**src/rtl/cdc_hs_tx_if.sv**
```systemverilog
// cdc_hs_tx_if: handshake bundle between a word source, the cdc_hs_tx
// sender and the far-domain receiver.
interface cdc_hs_tx_if #(
  parameter int DATA_W = 8
);
  logic [DATA_W-1:0] data_id;
  logic              valid_id;
  logic              ready_od;
  logic [DATA_W-1:0] data_od;
  logic              req_od;
  logic              ack_id;
  logic              timeout_od;

  modport master (
    output data_id, valid_id, ack_id,
    input  ready_od, data_od, req_od, timeout_od
  );

  modport slave (
    input  data_id, valid_id, ack_id,
    output ready_od, data_od, req_od, timeout_od
  );
endinterface

```
**src/rtl/cdc_hs_tx.sv**
```systemverilog
// cdc_hs_tx: four-phase req/ack sender pushing one word to a far clock domain.
// Optional handshake abort timer enabled by macro CDC_HS_TX_TIMEOUT_EN.
module cdc_hs_tx #(
  parameter int DATA_W           = 8,
  parameter int P_NO_SYNC_STAGES = 2,
  parameter int P_TIMEOUT        = 255
) (
  input logic          clk,
  input logic          rst_n,
  cdc_hs_tx_if.slave   bus
);

  typedef enum logic [1:0] {
    IDLE   = 2'd0,
    REQ_HI = 2'd1,
    REQ_LO = 2'd2
  } state_e;

  if (P_NO_SYNC_STAGES < 2 || P_NO_SYNC_STAGES > 4 ||
      P_TIMEOUT < 1 || P_TIMEOUT > 65535) begin : g_bad_cfg
  end

  state_e                    state_q, state_d;
  logic                      req_q, req_d;
  logic [DATA_W-1:0]         data_q, data_d;
  logic [P_NO_SYNC_STAGES-1:0] sync_q, sync_d;
  logic                      ack_s;

`ifdef CDC_HS_TX_TIMEOUT_EN
  localparam logic [15:0] TMO_LIM = 16'(P_TIMEOUT);
  logic [15:0] cnt_q, cnt_d;
  logic        tmo_q, tmo_d;
`endif

  assign ack_s        = sync_q[P_NO_SYNC_STAGES-1];
  assign bus.ready_od = (state_q == IDLE);
  assign bus.req_od   = req_q;
  assign bus.data_od  = data_q;
`ifdef CDC_HS_TX_TIMEOUT_EN
  assign bus.timeout_od = tmo_q;
`else
  assign bus.timeout_od = 1'b0;
`endif

  // shift the far-domain ack into the local clock domain
  always_comb begin
    sync_d = {sync_q[P_NO_SYNC_STAGES-2:0], bus.ack_id};
  end

  // ack synchronizer chain
  always_ff @(posedge clk or negedge rst_n) begin
    if (!rst_n) begin
      sync_q <= '0;
    end else begin
      sync_q <= sync_d;
    end
  end

  // handshake sequencing and optional abort timer
  always_comb begin
    state_d = state_q;
    req_d   = req_q;
    data_d  = data_q;
`ifdef CDC_HS_TX_TIMEOUT_EN
    cnt_d   = cnt_q;
    tmo_d   = 1'b0;
`endif
    unique case (state_q)
      IDLE: begin
        if (bus.valid_id) begin
          state_d = REQ_HI;
          req_d   = 1'b1;
          data_d  = bus.data_id;
`ifdef CDC_HS_TX_TIMEOUT_EN
          cnt_d   = '0;
`endif
        end
      end
      REQ_HI: begin
        if (ack_s) begin
          state_d = REQ_LO;
          req_d   = 1'b0;
`ifdef CDC_HS_TX_TIMEOUT_EN
          cnt_d   = '0;
        end else begin
          cnt_d = cnt_q + 16'd1;
          if (cnt_d == TMO_LIM) begin
            state_d = IDLE;
            req_d   = 1'b0;
            tmo_d   = 1'b1;
          end
`endif
        end
      end
      REQ_LO: begin
        if (!ack_s) begin
          state_d = IDLE;
`ifdef CDC_HS_TX_TIMEOUT_EN
        end else begin
          cnt_d = cnt_q + 16'd1;
          if (cnt_d == TMO_LIM) begin
            state_d = IDLE;
            tmo_d   = 1'b1;
          end
`endif
        end
      end
      default: begin
        state_d = IDLE;
        req_d   = 1'b0;
      end
    endcase
  end

  // FSM state and registered outputs
  always_ff @(posedge clk or negedge rst_n) begin
    if (!rst_n) begin
      state_q <= IDLE;
      req_q   <= 1'b0;
      data_q  <= '0;
`ifdef CDC_HS_TX_TIMEOUT_EN
      cnt_q   <= '0;
      tmo_q   <= 1'b0;
`endif
    end else begin
      state_q <= state_d;
      req_q   <= req_d;
      data_q  <= data_d;
`ifdef CDC_HS_TX_TIMEOUT_EN
      cnt_q   <= cnt_d;
      tmo_q   <= tmo_d;
`endif
    end
  end

endmodule

```
**src/flat_wrapper.sv**
```systemverilog
// flat-port wrapper written by rule: the top's interface ports become plain ports
module cdc_hs_tx_flat 
#(
  parameter int DATA_W           = 8,
  parameter int P_NO_SYNC_STAGES = 2,
  parameter int P_TIMEOUT        = 255
)
  (clk, rst_n, bus_data_id, bus_valid_id, bus_ack_id, bus_ready_od, bus_data_od, bus_req_od, bus_timeout_od);
  cdc_hs_tx_if #(.DATA_W(DATA_W)) bus_i ();
  input logic clk;
  input logic rst_n;
  input wire logic [$bits(bus_i.data_id)-1:0] bus_data_id;
  input wire logic [$bits(bus_i.valid_id)-1:0] bus_valid_id;
  input wire logic [$bits(bus_i.ack_id)-1:0] bus_ack_id;
  output wire logic [$bits(bus_i.ready_od)-1:0] bus_ready_od;
  output wire logic [$bits(bus_i.data_od)-1:0] bus_data_od;
  output wire logic [$bits(bus_i.req_od)-1:0] bus_req_od;
  output wire logic [$bits(bus_i.timeout_od)-1:0] bus_timeout_od;
  assign bus_i.data_id = bus_data_id;
  assign bus_i.valid_id = bus_valid_id;
  assign bus_i.ack_id = bus_ack_id;
  assign bus_ready_od = bus_i.ready_od;
  assign bus_data_od = bus_i.data_od;
  assign bus_req_od = bus_i.req_od;
  assign bus_timeout_od = bus_i.timeout_od;
  cdc_hs_tx #(.DATA_W(DATA_W), .P_NO_SYNC_STAGES(P_NO_SYNC_STAGES), .P_TIMEOUT(P_TIMEOUT)) u_core (.clk(clk), .rst_n(rst_n), .bus(bus_i));
endmodule
```
**config.mk**
```make
export PLATFORM = sky130hd
export DESIGN_NAME = cdc_hs_tx_flat
export DESIGN_NICKNAME = d
export VERILOG_FILES = /design/src/rtl/cdc_hs_tx_if.sv /design/src/rtl/cdc_hs_tx.sv /design/src/flat_wrapper.sv
export SDC_FILE = /design/constraint.sdc
export NUM_CORES = 1
export LEC_CHECK = 0
export ABC_CLOCK_PERIOD_IN_PS = 1280
export BUFFER_PORTS_ARGS = -buffer_cell sky130_fd_sc_hd__buf_2
export CAP_MARGIN = 5
export CORE_AREA = 2 2 39 41
export CTS_BUF_LIST = sky130_fd_sc_hd__clkbuf_8
export DETAILED_ROUTE_END_ITERATION = 8
export DIE_AREA = 0 0 41 43
export PLACE_DENSITY = 0.84
export SLEW_MARGIN = 25
export SYNTH_ARGS = -nofsm -noshare
export SYNTH_HDL_FRONTEND = slang
export SYNTH_SLANG_ARGS = --single-unit
```
**constraint.sdc**
```tcl
create_clock -name clk -period 1.28 [get_ports clk]
set_clock_uncertainty 0.2 [all_clocks]
set_input_delay 0.128 -clock clk [delete_from_list [all_inputs] [get_ports clk]]
set_output_delay 0.128 -clock clk [all_outputs]
set_load 0.02 [all_outputs]
```
### Word-level counts from Yosys, hierarchy flattened

Cells that the tools add are included.
W data, S select, Z words.

* bits in registers: 13
* input port bits: 12
* output and inout bits: 11
* word-level logic and storage cells: 21

* equality and inequality tests: 5
* muxes and demuxes: 7
* bitwise logic cells: 1
* reduce and logical (&&, ||, !) cells: 4

Operators with widths (number)
* $mux W2: 3
* $pmux W2 S3: 1
* $reduce_and A3 Y1: 2
* $ne A2 B2 Y1 const B: 2
* $pmux W1 S3: 1
* $eq A2 B1 Y1 const B: 1
* $eq A2 B2 Y1 const B: 1
* $logic_not A2 Y1: 1
* $mux W1: 2
* $ne A2 B1 Y1 const B: 1
* $reduce_and A2 Y1: 1
* $not A1 Y1: 1

### Logic depth before layout (Yosys ltp)

Gate-level depths: netlist of the first run.

* word-level depth: 3
* gate-level depth with buffers: 4
* mapped depth without buffers: 3

### Least setup slack after synthesis of the first run

Ideal clock, no wire load.

* kind: flip-flop to flip-flop
* start point: reg u_core.state_q[0]
* end point: reg u_core.data_q[0] (netlist: u_core.bus.data_od[0])
* data arrival time: 1.274 ns
* data required time: 0.955 ns
* slack: -0.319 ns
* stages on the path, launching flop included: 5
* buffers on the path: 1
* path through: dfrtp_1 nor2_2 and2_4 buf_6 mux2_4

* longest elaborated chain between the ends: 2

Ends and longest elaborated chain
* start: declaration: line cdc_hs_tx.sv:23 `state_e state_q, state_d;`
* start signal: assignment: line cdc_hs_tx.sv:126 `state_q <= state_d;`
* $logic_not A2 Y1
* named net bus_ready_od: line flat_wrapper.sv:15 `output wire logic [$bits(bus_i.ready_od)-1:0] bus_ready_od;`
* $reduce_and A2 Y1 (no line)
* end signal: assignment: line cdc_hs_tx.sv:128 `data_q <= data_d;`
* end: declaration: line cdc_hs_tx.sv:25 `logic [DATA_W-1:0] data_q, data_d;`

The timed path passes the listed nets, and every way through them passes these cells.
A chain may end at the register's enable or synchronous reset.

### Worst setup path in the final report of the first run

* start point: reg u_core.state_q[1]
* end point: reg u_core.data_q[6] (netlist: u_core.bus.data_od[6])

* longest elaborated chain between the ends: 2

Ends and longest elaborated chain
* $logic_not A2 Y1: line cdc_hs_tx.sv:68 `unique case (state_q)`
* $reduce_and A2 Y1 (no line)

Every way passes these cells.

==> flow_metrics.py, run 1 <==
metrics = {
    "synthesis": {
        "postSynthAreaPerCell_um2": 15.16,
        "synth_common_cells": "dfrtp_1, mux2_4, nor2_1",
        "synthMostInstantiatedCell": "dfrtp_1",
        "ys.warnings.count": 0,
        "yosys.area_share.simple_pct": 6.132,
        "synth-xor-area-share_pct": 1.651,
        "synth_area_um2": 530.5,
        "async_flop_share_pct": 100.0,
        "synth_area_leaders": "dfrtp_1, mux2_4, buf_6",
        "ys_types": 15,
        "ys.flop_type": "dfrtp_1",
        "yosysTopAreaCell": "dfrtp_1",
        "synth_top_family_by_area": "multiplexers",
        "synth_compound_area_share_pct": 3.302,
        "synth_top_area_share_pct": 61.32,
        "ys_seq_area_share_pct": 61.32,
        "muxShareOfSynthArea_pct": 22.64,
        "synth_cells": 35,
        "ys_ff_latch": 13,
        "synth_edf_count": 0,
        "syn_nets": 47,
        "synthAdderAreaFrac_pct": 0,
    },
    "timing": {
        "drv_slew": 0,
        "hold_viol": 0,
        "setup_violations": 9,
        "rsz0062_at_grt": "true",
        "fmax_mhz": 706.4,
        "finalCritPeriodShare_pct": 110.6,
        "whs_ps": 49.55,
        "fin_crit_ps": 1416,
        "setup_ws_ps": -135.6,
    },
    "drt": {
        "vias": 390,
        "detail-route-antenna-nets": 0,
        "drtIter0Drc": 6,
        "wl_um": 1175,
        "drc": 0,
        "wire_per_inst_um": 13.20,
        "dr.pass1.iters": 2,
        "vias_per_cell": 4.382,
    },
    "worst_hold_path": {
        "holdPathStages": 3,
        "hold_start": "bus_valid_id",
        "whs_endpoint": "u_core.bus.req_od",
        "hold_class": "in2reg",
    },
    "floorplanning": {
        "die_area_um2": 1763,
        "start_util_pct": 38.34,
        "die_width_um": 41,
        "ios": 23,
        "die_h_um": 43,
        "core-area_um2": 1384,
        "rows": 14,
    },
    "cts": {
        "clock-sinks": 13,
        "clkLatencyLatePin_ps": 240,
        "root_buffer": "clkbuf_8",
        "cts.clk_slew.worst_paths_ps": 50,
        "cts_buffer_depth": 2,
        "cts_max_level": 1,
        "tritoncts": "done",
        "cts_buffers": 3,
    },
    "global_route": {
        "grt_remaining_overflow": 0,
        "grt_pass1_wl_um": 1911,
        "grt_usage_pct": 17.06,
        "grt_pass1_vias": 424,
        "grt_max_degree": 14,
        "antenna_found_initial": 0,
    },
    "finish": {
        "antenna_cells_inserted": 0,
        "fill_cells": 108,
        "nNetsFinal": 86,
        "areaGrowthSynthToFinish_pct": 57.78,
        "stdcell_area_um2": 837.1,
        "final-seq-area_um2": 325.3,
        "drive_above_1_share_pct": 52.05,
        "multi_input_area_um2": 187.7,
    },
    "critical_path": {
        "critPathArrivalTime_ps": 1330,
        "rr_worst_depth": 3,
        "required_ps": 1200,
        "path_class": "reg2reg",
        "ff2ff_setup_slack_ps": -140,
        "timing.rr.start": "u_core.state_q[1]",
        "reg2reg_to": "u_core.bus.data_od[6]",
        "critPathLaunchType": "flop",
        "path_max_fanout": 8,
        "crit_path_end_kind": "flop",
    },
    "placement": {
        "dpl_cell_area_um2": 656.9,
        "dpl.hpwl_um": 746.3,
        "io_buffer_count": 21,
        "routabilityCongestion": 0.6020,
        "dp_slack_ps": -142.5,
    },
    "power": {
        "power_leakage_nw": 0.4236,
        "ir_drop_mv": 1.288,
        "power_density_nw_per_um2": 2550,
        "totalPowerFinal_w": 0.002135,
    },
    "status": {
        "outcome": "finished, violations left",
        "violations": "setup timing",
    },
    "run": {
        "maxCapViolations": 0,
    },
}
==> worst max path at each step <==
| stage | endpoint | cells after the start | slack (ps) | startpoint |
|---|---|---|---|---|
| 2_1_floorplan | u_core.bus.data_od[0] | 4 | -240 | u_core.state_q[1] |
| 3_3_place_gp | u_core.bus.data_od[1] | 3 | -80 | u_core.state_q[1] |
| 3_5_place_dp | u_core.bus.data_od[6] | 3 | -140 | u_core.state_q[1] |
| 4_1_cts | u_core.bus.data_od[6] | 3 | -130 | u_core.state_q[0] |
| 5_1_grt | u_core.bus.data_od[6] | 3 | -160 | u_core.state_q[1] |
| 6_report | u_core.bus.data_od[6] | 3 | -140 | u_core.state_q[1] |
==> cell families after synthesis <==
group / Yosys count
AOI/OAI and AO/OA: 3
xor gates and xnor gates: 1
buffers and inverters: 3
DFF: 13
muxes: 8
other: 1
and+or+nand+nor: 6
==> layout make-up <==
cell class / count / area share, %
multi-input combinational: 19 / 22.42
sequential: 13 / 38.86
inverter: 1 / 0.4484
timing repair buffer: 36 / 30.49
clock inverter: 1 / 0.4484
tap: 16 / 2.392
clock buffer: 3 / 4.933
==> critical path, cell delays in order (launching register included) <==
cell and delay, ps:
dfrtp_1 400, nor2_4 120, and2_4 250, mux2_4 330
==> registers in the layout, summed over array words and instances (netlist names) <==
name and count:
u_core.bus.data_od 8, u_core.state_q 2, u_core.sync_q 2, u_core.bus.req_od 1
==> timing repair <==
action,in CTS,in global routing
endpoints found under the setup margin,9,10
hold buffers,11,0
resized for setup,2,1
pin swaps,2,3
endpoints found under the hold margin,23,0
setup buffers,2,1
==> layer usage <==
layer / track usage [%] / share of wire (%) / wire [um] / up-vias
li1: - / - / - / 189
met1: 19.73 / 43 / 502 / 184
met2: 27.19 / 51 / 597 / 17
met3: 5.236 / 6.4 / 75 / 0
met4: 8.000 / 0 / 0 / 0
met5: 0 / 0 / 0 / -
==> through the flow <==
stage	setup TNS, ps	utilization (%)	cells
after floorplan	-1949	-	35
after global placement	-589.8	47.47	72
after detailed placement	-1055	47.47	72
after CTS	-1012	60.22	89
after global routing	-1340	60.49	89
final	-1074	60.49	89
==> placed cells by master (no fill, tap or decap), types with 2 or more instances in the layout <==
cell and n:
dfrtp_1 13, mux2_4 8, buf_2 20, nor2_1 2, clkbuf_8 3, dlygate4sd3_1 11
buf_6 2, inv_1 2, buf_4 3
==> report_power, final <==
part	internal, W	switching [W]	total [W]
clock network	0.000211	0.000141	0.000352
registers	0.000596	0.000120	0.000716
logic	0.000566	0.000501	0.00107
Note: power is estimated with default switching activity, not from simulation.
==> run 2: changes to the inputs <==
ABC_CLOCK_PERIOD_IN_PS = 1790   (was 1280)
PLACE_DENSITY = 0.81   (was 0.84)
clock period = 1.79 ns   (was 1.28 ns; I/O delays follow)
==> run 2 against run 1 <==
  * The run now ends clean
  * Setup slack gained 480 ps
  * Final cell count is 5.6% lower
  * Flip-flop and latch count did not move
  * Register-to-register slack improved by 480 ps
  * Combinational power decreased by 43%
  * Routed wire length down 16%
  * Maximum frequency shrank 2.0%
  * Clock power fell by 28%
  * Sequential share of layout area up 2.7 points
  * Non-clock buffer count shrank 5
  * Critical endpoint unchanged
  * Largest power group unchanged
==> flow_metrics.py, run 2 (synthesized netlist as in run 1, its figures left out) <==
metrics = {
    "power": {
        "sw_frac_of_total_pct": 35.69,
        "p_seq_share_pct": 37.3,
        "ir_drop_mv": 0.7435,
        "power_density_nw_per_um2": 1761,
        "p_comb_share_pct": 44.2,
        "switching_power_w": 0.0004921,
        "intPower_w": 0.0008869,
        "clkPwrFrac_pct": 18.4,
        "power_leakage_nw": 0.3936,
    },
    "timing": {
        "hold_viol": 0,
        "setup_tns_ps": 0,
        "rsz0062_at_grt": "false",
        "drv_slew": 0,
        "fin_crit_ps": 1444,
        "fmax_mhz": 692.5,
        "setup_violations": 0,
        "finalCritPeriodShare_pct": 80.67,
    },
    "finish": {
        "areaGrowthSynthToFinish_pct": 47.64,
        "largest_register_ffs": 8,
        "antenna_cells_inserted": 0,
        "final_common_cell": "buf_2",
        "stdcell_area_um2": 783.3,
        "drive_above_1_share_pct": 51.47,
        "final_cell_mix": "buf_2, dfrtp_1, dlygate4sd3_1",
        "nNetsFinal": 81,
    },
    "status": {
        "outcome": "finished, final reports clean",
    },
    "cts": {
        "clkLatencyLatePin_ps": 240,
        "cts_max_level": 1,
        "cts_buffers": 3,
        "cts_repair_resize_count": 0,
        "clock-sinks": 13,
        "cts.clk_slew.worst_paths_ps": 50,
        "root_buffer": "clkbuf_8",
        "tritoncts": "done",
        "post_cts_buffers": 0,
        "cts_buffer_depth": 2,
    },
    "critical_path": {
        "path_class": "reg2reg",
        "critPathArrivalTime_ps": 1370,
        "crit_path_end_kind": "flop",
        "path_max_fanout": 8,
        "required_ps": 1710,
        "ff2ff_setup_slack_ps": 350,
        "critPathLaunchType": "flop",
    },
    "run": {
        "maxCapViolations": 0,
    },
    "floorplanning": {
        "ios": 23,
        "die_h_um": 43,
        "die_area_um2": 1763,
        "rows": 14,
        "start_util_pct": 38.34,
        "core-area_um2": 1384,
        "die_width_um": 41,
    },
    "drt": {
        "drtIter0Drc": 0,
        "wire_per_inst_um": 11.69,
        "drc": 0,
        "detail-route-antenna-nets": 0,
        "wl_um": 982,
        "vias": 363,
        "vias_per_cell": 4.321,
        "dr.pass1.iters": 1,
    },
    "placement": {
        "dpl.hpwl_um": 695.6,
        "routabilityCongestion": 0.5966,
        "dpl_cell_area_um2": 636.9,
        "io_buffer_count": 21,
    },
    "global_route": {
        "grt_remaining_overflow": 0,
        "grt_max_degree": 14,
        "grt_usage_pct": 14.90,
        "grt_pass1_wl_um": 1621,
        "antenna_found_initial": 0,
        "grt_pass1_vias": 405,
    },
    "worst_hold_path": {
        "hold_class": "in2reg",
    },
}
run 2: cell types whose count changed in the layout (fill, tap and decap cells not counted):
| cell | change |
|---|---|
| nor2_4 | -1 |
| dlygate4sd3_1 | -1 |
| nor2_2 | +1 |
| buf_2 | +1 |
| clkinv_2 | +1 |
| buf_6 | -2 |
| buf_4 | -3 |
| inv_1 | -1 |
run 2: path summary, 6_finish.rpt:
path,start,endpoint,cells past startpoint
setup reg to reg,u_core.state_q[0],u_core.bus.data_od[6],3
max in group asynchronous,rst_n,u_core.bus.data_od[5],2
setup / recovery,u_core.state_q[0],u_core.bus.data_od[6],3
hold / removal,bus_valid_id,u_core.state_q[0],3
hold reg to reg,u_core.sync_q[0],u_core.sync_q[1],0
min in group asynchronous,rst_n,u_core.sync_q[0],2
run 2: cell type report:
class / count / area (um2)
clock buffers: 3 / 41.29
clock inverters: 1 / 5.005
fillers: 106 / 600.6
inverters: 1 / 3.754
multi-input cells: 19 / 182.7
flip-flops and latches: 13 / 325.3
well taps: 16 / 20.02
repair buffers: 31 / 205.2
run 2: power groups by stage:
stage / sequential [W] / clock, W / combinational [W]
floorplan: 0.000645 / 0 / 0.000312
global placement: 0.000518 / 0 / 0.000583
global route: 0.000535 / 0.000282 / 0.000670
detailed placement: 0.000522 / 0 / 0.000597
finish: 0.000514 / 0.000254 / 0.000610
CTS: 0.000517 / 0.000262 / 0.000618
run 2: worst max-delay path: stages (launching register included):
cell and delay, ps:
dfrtp_1 420, nor2_2 140, and2_4 240, mux2_4 320
run 2: per-layer routing:
metal / share of wire [%] / global-route usage, %
met1: 43 / 15.93
met2: 48 / 21.56
met3: 6.1 / 4.712
met4: 1.9 / 14.00
met5: 0 / 0
run 2: stage by stage:
| stage | cells | worst slack, ps | total power (W) | hold slack (ps) | util (%) |
|---|---|---|---|---|---|
| after floorplan | 35 | 190.7 | 0.0009577 | -316.6 | - |
| after global placement | 70 | 382.8 | 0.001101 | -124.7 | 46.02 |
| after CTS | 84 | 343.1 | 0.001397 | 30.19 | 56.60 |
| after global routing | 84 | 291.6 | 0.001486 | 66.61 | 56.60 |
| after detailed placement | 70 | 359.2 | 0.001120 | -125.2 | 46.02 |
| final | 84 | 345.9 | 0.001379 | 34.10 | 56.60 |
run 2: what timing repair did:
item,4_1_cts,5_1_grt
endpoints found under the hold margin,22,0
hold buffers,10,0
setup endpoints to repair,0,0
==> run 3: changes to the inputs <==
ABC_CLOCK_PERIOD_IN_PS = 1400   (was 1790)
clock period = 1.4 ns   (was 1.79 ns; I/O delays follow)
==> run 3 against run 2 <==
  * Global-route usage is 1.7 points lower
  * Non-clock buffer count increased by 3
  * Utilization increased by 1.9 points
  * Critical path type unchanged
  * Highest routed layer unchanged
==> flow_metrics.py, run 3 (synthesized netlist as in run 1, its figures left out) <==
metrics = {
    "finish": {
        "postLayoutCoreUtil_pct": 58.50,
        "fill_cells": 126,
        "multi_input_area_um2": 187.7,
        "final-seq-area_um2": 325.3,
        "areaGrowthSynthToFinish_pct": 52.59,
        "fin_cells": 87,
        "antenna_cells_inserted": 0,
        "largest_register_ffs": 8,
        "nNetsFinal": 84,
        "stdcell_area_um2": 809.5,
        "final_common_cell": "buf_2",
        "final_cell_mix": "buf_2, dfrtp_1, dlygate4sd3_1",
        "drive_above_1_share_pct": 52.11,
    },
    "critical_path": {
        "cp_top_family": "flip-flops",
        "crit_path_end_kind": "flop",
        "critPathLaunchType": "flop",
        "path_max_fanout": 8,
        "path_cells": "nor2_4 -> and2_4 -> mux2_4",
        "crit_buf_inv": 0,
        "crit_start": "u_core.state_q[1]",
        "path_class": "reg2reg",
        "slowest_delay_ps": 400,
        "required_ps": 1320,
        "critPathArrivalTime_ps": 1300,
        "slowest_stage": "dfrtp_1",
        "ff2ff_setup_slack_ps": 20,
        "timing.rr.start": "u_core.state_q[1]",
    },
    "drt": {
        "dr.pass1.iters": 2,
        "wire_per_inst_um": 11.36,
        "detail-route-antenna-nets": 0,
        "vias": 395,
        "wl_um": 988,
        "drc": 0,
        "drtIter0Drc": 2,
        "vias_per_cell": 4.540,
    },
    "global_route": {
        "grt_usage_pct": 13.15,
        "grt_max_degree": 14,
        "grt_pass1_wl_um": 1573,
        "grt_pass1_vias": 379,
        "grt_remaining_overflow": 0,
        "antenna_found_initial": 0,
    },
    "timing": {
        "finalCritPeriodShare_pct": 98.92,
        "setup_violations": 0,
        "setup_ws_ps": 15.10,
        "fmax_mhz": 722.1,
        "rsz0062_at_grt": "true",
        "hold_viol": 0,
        "fin_crit_ps": 1385,
        "drv_slew": 0,
    },
    "power": {
        "power_leakage_nw": 0.4115,
        "totalPowerFinal_w": 0.001843,
        "ir_drop_mv": 1.002,
        "power_density_nw_per_um2": 2277,
    },
    "placement": {
        "routabilityCongestion": 0.5993,
        "place_inst": 72,
        "dpl_cell_area_um2": 656.9,
        "dpl.hpwl_um": 707,
        "io_buffer_count": 21,
        "dp_slack_ps": 5.177,
    },
    "worst_hold_path": {
        "hold_start": "bus_valid_id",
        "hold_class": "in2reg",
    },
    "floorplanning": {
        "start_util_pct": 38.34,
        "ios": 23,
        "die_h_um": 43,
        "die_area_um2": 1763,
        "die_width_um": 41,
        "core-area_um2": 1384,
        "rows": 14,
    },
    "cts": {
        "cts_max_level": 1,
        "clkLatencyLatePin_ps": 230,
        "cts_repair_resize_count": 0,
        "tritoncts": "done",
        "root_buffer": "clkbuf_8",
        "cts.clk_slew.worst_paths_ps": 50,
        "cts_buffer_depth": 2,
        "cts_buffers": 3,
        "clock-sinks": 13,
    },
    "status": {
        "outcome": "finished, final reports clean",
    },
    "run": {
        "maxCapViolations": 0,
    },
}
[run 3: where the power goes]
part	internal (W)	switching (W)	total, W
Clock	0.000193	0.000121	0.000314
Combinational	0.000457	0.000424	0.000881
Sequential	0.000545	0.000104	0.000649
[run 3: final timing paths]
path,end,cells after the start
worst max register to register,u_core.bus.data_od[0],3
min in group asynchronous,u_core.bus.data_od[0],2
worst min-delay path,u_core.state_q[0],3
max in group asynchronous,u_core.bus.data_od[5],2
worst max-delay path,u_core.bus.data_od[0],3
worst min register to register,u_core.sync_q[1],0
[run 3: metal layers]
metal,vias up,part of all wire [%],GRT usage (%)
li1,186,-,-
met1,192,45,17.23
met2,15,48,19.69
met3,2,6.0,3.141
met4,0,1.0,6.000
met5,-,0,0
[run 3: through the flow]
| stage | setup TNS, ps | hold WS [ps] |
|---|---|---|
| finish | 0 | 6.625 |
| global route | -150.1 | 8.930 |
| CTS | 0 | 4.664 |
| detailed placement | 0 | -158.2 |
| global placement | 0 | -172.5 |
| floorplan | -988.9 | -355.6 |
[run 3: layout make-up]
class                   count  area share [%]
clock buffers               3           5.100
clock inverters             1          0.4637
inverters                   1          0.4637
multi-input cells          19           23.18
flip-flops and latches     13           40.19
well taps                  16           2.473
repair buffers             34           28.13
[run 3: worst reg2reg max path, cell delays in order (launching register included)]
cell and delay, ps:
dfrtp_1 400, nor2_4 120, and2_4 230, mux2_4 320
[run 3: repair_timing]
action | 4_1_cts | 5_1_grt
endpoints found under the setup margin | 0 | 8
hold endpoints to repair | 22 | 0
hold buffers | 10 | 0
buffers inserted | 0 | 1
